## src/rtl/i2c_pkg.sv

```systemverilog
// ---------------------------------------------------------------------------
// i2c_pkg
// Shared constants for the I2C target: FSM state encodings, R/W bit values,
// open-drain drive levels, and an address-compare helper.
// ---------------------------------------------------------------------------
package i2c_pkg;

    // Target FSM states (4-bit encoding, 0..7)
    localparam logic [3:0] S_IDLE      = 4'd0;
    localparam logic [3:0] S_ADDR      = 4'd1;
    localparam logic [3:0] S_ADDR_ACK  = 4'd2;
    localparam logic [3:0] S_RX        = 4'd3;
    localparam logic [3:0] S_RX_ACK    = 4'd4;
    localparam logic [3:0] S_TX        = 4'd5;
    localparam logic [3:0] S_TX_ACK    = 4'd6;
    localparam logic [3:0] S_WAIT_STOP = 4'd7;

    // R/W bit values
    localparam logic READ  = 1'b1;
    localparam logic WRITE = 1'b0;

    // Open-drain drive levels
    localparam logic RELEASE = 1'b1;
    localparam logic PULL    = 1'b0;

    // Address byte = {addr[6:0], rw}. General call (7'h00) is accepted
    // only for writes, and only when gc_en is set.
    function automatic logic addr_match(input logic [7:0] addr_byte,
                                        input logic [6:0] own,
                                        input logic       gc_en);
        return (addr_byte[7:1] == own) ||
               (gc_en && (addr_byte[7:1] == 7'h00) && (addr_byte[0] == WRITE));
    endfunction

endpackage

```

## src/rtl/i2c_line_sync.sv

```systemverilog
// ---------------------------------------------------------------------------
// i2c_line_sync
// Synchronises sclk/sda into the clk domain and detects bus events.
// Each line passes SYNC_STAGES flops plus one history flop; events are
// decoded from (synchronised, history) pairs.
// Ports:
//   clk, rst        system clock, synchronous active-low reset
//   sclk_i, sda_i   raw bus lines
//   sda_sync        synchronised sda level (for sampling on sclk_rise)
//   sclk_rise/fall  one-clk pulses on synchronised sclk edges
//   start/stop      one-clk pulses: sda falls/rises while sclk held high
// ---------------------------------------------------------------------------
module i2c_line_sync #(
    parameter int SYNC_STAGES = 2
) (
    input  logic clk,
    input  logic rst,
    input  logic sclk_i,
    input  logic sda_i,
    output logic sda_sync,
    output logic sclk_rise,
    output logic sclk_fall,
    output logic start,
    output logic stop
);

    logic [SYNC_STAGES-1:0] sclk_sync_q;
    logic [SYNC_STAGES-1:0] sda_sync_q;
    logic                   sclk_hist_q;
    logic                   sda_hist_q;
    logic                   sclk_now;
    logic                   sda_now;

    // Reset to the idle bus level (both high) so no event fires out of reset
    always_ff @(posedge clk) begin
        if (!rst) begin
            sclk_sync_q <= '1;
            sda_sync_q  <= '1;
            sclk_hist_q <= 1'b1;
            sda_hist_q  <= 1'b1;
        end else begin
            sclk_sync_q <= {sclk_sync_q[SYNC_STAGES-2:0], sclk_i};
            sda_sync_q  <= {sda_sync_q[SYNC_STAGES-2:0], sda_i};
            sclk_hist_q <= sclk_sync_q[SYNC_STAGES-1];
            sda_hist_q  <= sda_sync_q[SYNC_STAGES-1];
        end
    end

    assign sclk_now  = sclk_sync_q[SYNC_STAGES-1];
    assign sda_now   = sda_sync_q[SYNC_STAGES-1];
    assign sda_sync  = sda_now;
    assign sclk_rise = sclk_now & ~sclk_hist_q;
    assign sclk_fall = ~sclk_now & sclk_hist_q;
    // sclk must be high in both samples so an sda move near an sclk edge
    // is not mistaken for START/STOP
    assign start     = sclk_now & sclk_hist_q & sda_hist_q & ~sda_now;
    assign stop      = sclk_now & sclk_hist_q & ~sda_hist_q & sda_now;

endmodule

```

## src/rtl/i2c_slave.sv

```systemverilog
// ---------------------------------------------------------------------------
// i2c_slave
// I2C target with 7-bit address ADDR. Writes are ACKed and delivered on
// rx_data/rx_valid; reads shift out tx_data (or 8'hFF when no byte is ready).
// Optional build macro: I2C_SLAVE_GENERAL_CALL_EN -- when defined, address
// 7'h00 with rw=0 is also accepted as a write.
// Ports:
//   clk, rst           system clock, synchronous active-low reset
//   sclk, sda_in       bus clock and data as seen on the wire
//   sda_out            open-drain drive (0 = pull low, 1 = release)
//   tx_data/tx_valid   byte to return on read; tx_ack pulses when consumed
//   rx_data/rx_valid   last written byte; rx_valid pulses on update
//   rw                 R/W bit of the current transfer (1 = read)
//   state              current FSM state
//   busy               addressed transfer in progress
// ---------------------------------------------------------------------------
module i2c_slave
    import i2c_pkg::*;
#(
    parameter logic [6:0] ADDR        = 7'h50,
    parameter int         SYNC_STAGES = 2
) (
    input  logic       clk,
    input  logic       rst,
    input  logic       sclk,
    input  logic       sda_in,
    output logic       sda_out,
    input  logic [7:0] tx_data,
    input  logic       tx_valid,
    output logic       tx_ack,
    output logic [7:0] rx_data,
    output logic       rx_valid,
    output logic       rw,
    output logic [3:0] state,
    output logic       busy
);

`ifdef I2C_SLAVE_GENERAL_CALL_EN
    localparam logic GC_EN = 1'b1;
`else
    localparam logic GC_EN = 1'b0;
`endif

    logic       sda_s, sclk_rise, sclk_fall, start_ev, stop_ev;

    logic [3:0] state_q, state_d;
    logic [2:0] bitcnt_q, bitcnt_d;
    logic [6:0] shift_q, shift_d;
    logic       sda_q, sda_d;
    logic [7:0] rx_data_q, rx_data_d;
    logic       rx_valid_q, rx_valid_d;
    logic       tx_ack_q, tx_ack_d;
    logic       rw_q, rw_d;
    logic       busy_q, busy_d;
    logic       phase_q, phase_d;
    logic [7:0] rx_byte;
    logic [7:0] tx_byte;

    i2c_line_sync #(.SYNC_STAGES(SYNC_STAGES)) u_sync (
        .clk       (clk),
        .rst       (rst),
        .sclk_i    (sclk),
        .sda_i     (sda_in),
        .sda_sync  (sda_s),
        .sclk_rise (sclk_rise),
        .sclk_fall (sclk_fall),
        .start     (start_ev),
        .stop      (stop_ev)
    );

    assign rx_byte = {shift_q, sda_s};
    assign tx_byte = tx_valid ? tx_data : 8'hFF;

    always_comb begin
        state_d    = state_q;
        bitcnt_d   = bitcnt_q;
        shift_d    = shift_q;
        sda_d      = sda_q;
        rx_data_d  = rx_data_q;
        rx_valid_d = 1'b0;
        tx_ack_d   = 1'b0;
        rw_d       = rw_q;
        busy_d     = busy_q;
        phase_d    = phase_q;

        if (start_ev) begin
            // START or repeated START: restart address phase, drop partial byte
            state_d  = S_ADDR;
            bitcnt_d = 3'd0;
            sda_d    = RELEASE;
            phase_d  = 1'b0;
        end else if (stop_ev) begin
            state_d  = S_IDLE;
            bitcnt_d = 3'd0;
            sda_d    = RELEASE;
            busy_d   = 1'b0;
            phase_d  = 1'b0;
        end else begin
            case (state_q)
                S_ADDR: if (sclk_rise) begin
                    shift_d  = rx_byte[6:0];
                    bitcnt_d = bitcnt_q + 3'd1;
                    if (bitcnt_q == 3'd7) begin
                        if (addr_match(rx_byte, ADDR, GC_EN)) begin
                            state_d = S_ADDR_ACK;
                            rw_d    = rx_byte[0];
                            busy_d  = 1'b1;
                        end else begin
                            state_d = S_WAIT_STOP;
                            busy_d  = 1'b0;
                        end
                    end
                end
                // ACK slots: first falling edge pulls low, second releases.
                // sda_q itself tells which of the two edges this is.
                S_ADDR_ACK: if (sclk_fall) begin
                    if (sda_q == RELEASE) begin
                        sda_d = PULL;
                    end else if (rw_q == READ) begin
                        shift_d  = tx_byte[6:0];
                        sda_d    = tx_byte[7];
                        tx_ack_d = tx_valid;
                        bitcnt_d = 3'd0;
                        state_d  = S_TX;
                    end else begin
                        sda_d   = RELEASE;
                        state_d = S_RX;
                    end
                end
                S_RX: if (sclk_rise) begin
                    shift_d  = rx_byte[6:0];
                    bitcnt_d = bitcnt_q + 3'd1;
                    if (bitcnt_q == 3'd7) begin
                        rx_data_d  = rx_byte;
                        rx_valid_d = 1'b1;
                        state_d    = S_RX_ACK;
                    end
                end
                S_RX_ACK: if (sclk_fall) begin
                    if (sda_q == RELEASE) begin
                        sda_d = PULL;
                    end else begin
                        sda_d   = RELEASE;
                        state_d = S_RX;
                    end
                end
                S_TX: begin
                    if (sclk_rise) begin
                        bitcnt_d = bitcnt_q + 3'd1;
                        if (bitcnt_q == 3'd7) begin
                            state_d = S_TX_ACK;
                            phase_d = 1'b0;
                        end
                    end else if (sclk_fall) begin
                        sda_d   = shift_q[6];
                        shift_d = {shift_q[5:0], 1'b0};
                    end
                end
                // phase_q=0: release after bit 8; phase_q=1: master ACKed,
                // load the next byte at the falling edge closing the ACK slot
                S_TX_ACK: begin
                    if (sclk_rise) begin
                        if (sda_s) state_d = S_WAIT_STOP;
                        else       phase_d = 1'b1;
                    end else if (sclk_fall) begin
                        if (phase_q) begin
                            shift_d  = tx_byte[6:0];
                            sda_d    = tx_byte[7];
                            tx_ack_d = tx_valid;
                            bitcnt_d = 3'd0;
                            phase_d  = 1'b0;
                            state_d  = S_TX;
                        end else begin
                            sda_d = RELEASE;
                        end
                    end
                end
                default: ;
            endcase
        end
    end

    always_ff @(posedge clk) begin
        if (!rst) begin
            state_q    <= S_IDLE;
            bitcnt_q   <= 3'd0;
            sda_q      <= RELEASE;
            rx_data_q  <= 8'h00;
            rx_valid_q <= 1'b0;
            tx_ack_q   <= 1'b0;
            rw_q       <= WRITE;
            busy_q     <= 1'b0;
            phase_q    <= 1'b0;
        end else begin
            state_q    <= state_d;
            bitcnt_q   <= bitcnt_d;
            sda_q      <= sda_d;
            rx_data_q  <= rx_data_d;
            rx_valid_q <= rx_valid_d;
            tx_ack_q   <= tx_ack_d;
            rw_q       <= rw_d;
            busy_q     <= busy_d;
            phase_q    <= phase_d;
        end
    end

    // Shift register carries only data; its contents are don't-care until loaded
    always_ff @(posedge clk) begin
        shift_q <= shift_d;
    end

    assign sda_out  = sda_q;
    assign tx_ack   = tx_ack_q;
    assign rx_data  = rx_data_q;
    assign rx_valid = rx_valid_q;
    assign rw       = rw_q;
    assign state    = state_q;
    assign busy     = busy_q;

endmodule

```

## config.mk

```make
export PLATFORM = sky130hd
export DESIGN_NAME = i2c_slave
export DESIGN_NICKNAME = d
export VERILOG_FILES = /design/src/rtl/i2c_pkg.sv /design/src/rtl/i2c_line_sync.sv /design/src/rtl/i2c_slave.sv
export SDC_FILE = /design/constraint.sdc
export NUM_CORES = 1
export LEC_CHECK = 0
export CORE_AREA = 3 3 61 63
export CTS_CLUSTER_DIAMETER = 200
export DETAILED_ROUTE_END_ITERATION = 8
export DIE_AREA = 0 0 64 66
export PLACE_DENSITY_LB_ADDON = 0.25
export SYNTH_ARGS = -nofsm -noshare
export SYNTH_HDL_FRONTEND = slang
export SYNTH_SLANG_ARGS = --single-unit
```

## constraint.sdc

```tcl
create_clock -name clk -period 5.4 [get_ports clk]
set_input_delay 1.08 -clock clk [delete_from_list [all_inputs] [get_ports clk]]
set_output_delay 1.08 -clock clk [all_outputs]
set_load 0.01 [all_outputs]
```

==> results.txt <==
----------------------------------------------------
[Die]
  Width of the die ... 64 um
  Effective utilization at floorplan ... 54.4%
  DIE AREA ... 0.00422 mm^2
  Count of standard-cell rows ... 21
  Die Height ... 66 um
  Count of boundary I/O pins ... 30
  Total core area ... 0.00328 mm^2

[Synthesis]
  Number of enable-type register cells in the synthesized netlist ... 7
  Post-synthesis instance total ... 199
  Number of distinct library cell variants in the gate-level netlist after synthesis ... 47
  Count of synthesis-stage warnings from yosys ... 0
  Flop and latch count out of synthesis ... 33
  Seq/Total Area, Yosys ... 40.9%
  Net count after synthesis ... 217
  Primary flip-flop cell chosen by synthesis mapping ... sky130_fd_sc_hd__dfxtp_1
  Ys async rst share ... 0%
  Mean post-synth cell area ... 8.97 um^2
  Netlist area before placement ... 0.00179 mm^2

[Critical path]
  Startpoint of the worst setup timing path ... state[2]
  Buffer and inverter count on the worst path ... 1
  Arrival time at the worst endpoint ... 1.90 ns
  Element type at the critical path end ... output pin
  Standard cell with the maximum stage delay on the critical path ... sky130_fd_sc_hd__dfxtp_1
  Required time at the worst-slack endpoint ... 4.32 ns
  Maximum fanout count along the critical path ... 25
  Cell family with the largest share of critical-path delay ... flip-flops
  Launching point of the worst reg2reg path ... state[2]
  CP max stage delay ... 0.88 ns
  Type of element launching the critical path ... register
  Classification of the worst setup path ... register to output pin
  CP Cell Sequence ... clkdlybuf4s50_1

[Clocking]
  Post-CTS Setup Repair Bufs ... 0
  Number of sinks on the clock net ... 33
  Root cell of the clock tree ... sky130_fd_sc_hd__clkbuf_4
  Clock slew at reported path FFs ... 0.10 ns
  Clock buffer count from CTS ... 5
  Hold buffer count at cts ... 0
  Clock tree from TritonCTS ... built
  Latest clock arrival within the worst-skew pair ... 0.34 ns
  CTS max path bufs ... 2
  CTS HTree Levels ... 2
  Count of cells resized by post-cts repair ... 0

[Flow run]
  Max-capacitance violation count ... 0

[STA]
  Clock period minus final worst setup slack ... 2.98 ns
  RSZ-0062 raised after global routing ... false
  Part of the cycle the worst path needs ... 55.3%
  Final number of max-transition violations ... 0
  Post-Route Skew ... 0.0120 ns
  Final Hold Violating Endpoints ... 0
  Transition time at the pin with the least slew margin ... 0.840 ns
  Fmax ... 335 MHz
  Setup violations, final ... 0
  Headroom to the max-slew limit ... 43.9%
  Final total negative setup slack ... 0 ns

[Routing]
  Number of iterations in the first detailed-routing pass ... 4
  Via density per instance ... 5.59
  DRC viols ... 0
  Number of design-rule violations left by the first detailed-router iteration ... 64
  Per-cell routed wire length ... 14.7 um
  Antenna-violating nets left ... 0
  Final routed wirelength across all metal layers ... 3930 um
  Number of vias in the routed layout ... 1492

[Global routing]
  Wire length of the first global-routing pass ... 6420 um
  Initial antenna violation count ... 0
  Number of global-route vias before repair ... 1369
  Total routing resource utilization after global routing ... 19.7%
  Maximum number of pins on one net before global-route repair ... 26
  Gr ovfl total ... 0

[Hold path]
  Classification of the worst-slack hold path ... register to register
  Critical hold path startpoint ... u_sync.sda_sync_q[0]

[Power]
  Standby leakage power ... 0.749 nW
  Maximum vdd ir drop ... 0.121 mV
  Total power divided by cell area ... 215 mW/mm^2

[Final layout]
  Proportion of layout cells with a drive suffix above 1 ... 5.43%
  Post-synthesis to final-layout area growth ... 18.4%
  Post-route standard cell area excluding fillers ... 0.00211 mm^2
  Register cell area after layout ... 731 um^2
  Final layout net count ... 238
  Leading cell types in the layout, fill and taps excluded ... sky130_fd_sc_hd__clkdlybuf4s50_1 (28), sky130_fd_sc_hd__dfxtp_1 (26), sky130_fd_sc_hd__nor2_1 (21), sky130_fd_sc_hd__nand2_1 (16), sky130_fd_sc_hd__mux2i_1 (14)
  Most frequent standard cell in the layout excluding fill and tap cells ... sky130_fd_sc_hd__clkdlybuf4s50_1
  N_diodes ... 0
  Multi-input logic area ... 930 um^2
  Final-layout fill cell count ... 285

[Placed design]
  Final estimated routing congestion in global placement ... 0.837
  PortBufs ... 28
  Post-place instance area ... 0.00205 mm^2
  Final HPWL DP ... 2920 um

[Outcome]
  Status ... finished, final reports clean

----------------------------------------------------
power by group:
group | internal, mW | switching, mW
Sequential | 0.258 | 0.00700
Combinational | 0.0205 | 0.0226
Clock | 0.0642 | 0.0828
Total | 0.343 | 0.112
per-stage QoR:
step	instances	util (%)	setup WS (ns)	hold WS, ns	total power [mW]
after floorplan	199	-	3.13	0.386	0.298
after global placement	259	62.6	2.70	0.395	0.312
after detailed placement	259	62.6	2.62	0.400	0.314
after CTS	267	64.3	2.42	0.426	0.458
after global routing	267	64.3	2.33	0.443	0.477
final	267	64.3	2.42	0.421	0.455
cells in the mapped netlist, types with 5 or more instances:
cell,instances,area [um^2]
sky130_fd_sc_hd__inv_1,13,48.8
sky130_fd_sc_hd__nor2_1,21,78.8
sky130_fd_sc_hd__clkbuf_1,8,30.0
sky130_fd_sc_hd__edfxtp_1,7,210
sky130_fd_sc_hd__mux2i_1,14,140
sky130_fd_sc_hd__dfxtp_1,26,521
sky130_fd_sc_hd__a31oi_1,8,50.1
sky130_fd_sc_hd__nand2b_1,8,50.1
sky130_fd_sc_hd__a21oi_1,5,25.0
sky130_fd_sc_hd__o21ai_0,5,25.0
sky130_fd_sc_hd__ha_1,5,62.6
sky130_fd_sc_hd__nand2_1,16,60.1
sky130_fd_sc_hd__nor2b_1,13,81.3
final cells by class:
class / count / share of cell area, %
inverters: 15 / 2.66
multi-input cells: 137 / 44.0
clock buffers: 8 / 2.78
well taps: 46 / 2.72
repair buffers: 28 / 13.3
flip-flops and latches: 33 / 34.6
logic make-up (layout without fill, tap and decap cells):
| group | Yosys count | after routing | share of synthesized area, % |
|---|---|---|---|
| simple gates | 73 | 73 | 21.0 |
| mux | 15 | 15 | 8.48 |
| compound gates | 41 | 41 | 17.5 |
| xor+xnor | 2 | 2 | 1.40 |
| flops | 33 | 33 | 40.9 |
| other cells | 1 | 1 | 0.210 |
| fa+ha+maj | 5 | 5 | 3.50 |
| buf+inv | 29 | 51 | 7.01 |
final timing paths:
kind / slack, ns / endpoint / cells after the start
min: 0.42 / u_sync.sda_sync_q[1] / 1
max reg2reg: 3.00 / bitcnt_q[2] / 5
max: 2.42 / state[2] / 1
min reg2reg: 0.42 / u_sync.sda_sync_q[1] / 1
metal layers:
metal  part of all wire, %  track usage (%)  vias to the layer above
met5                     0                0                        -
met4                   2.6             10.2                        0
met3                   6.7             6.12                        9
met2                    48             30.7                       53
met1                    43             24.4                      693
li1                      -                -                      737
sequential cells by signal (all words and copies together), names as in the netlist, 2 cells and up:
name                count
rx_data                 8
shift_q                 7
bitcnt_q                3
state                   3
u_sync.sclk_sync_q      2
u_sync.sda_sync_q       2
No activity file was read; power rests on OpenSTA's default activity.
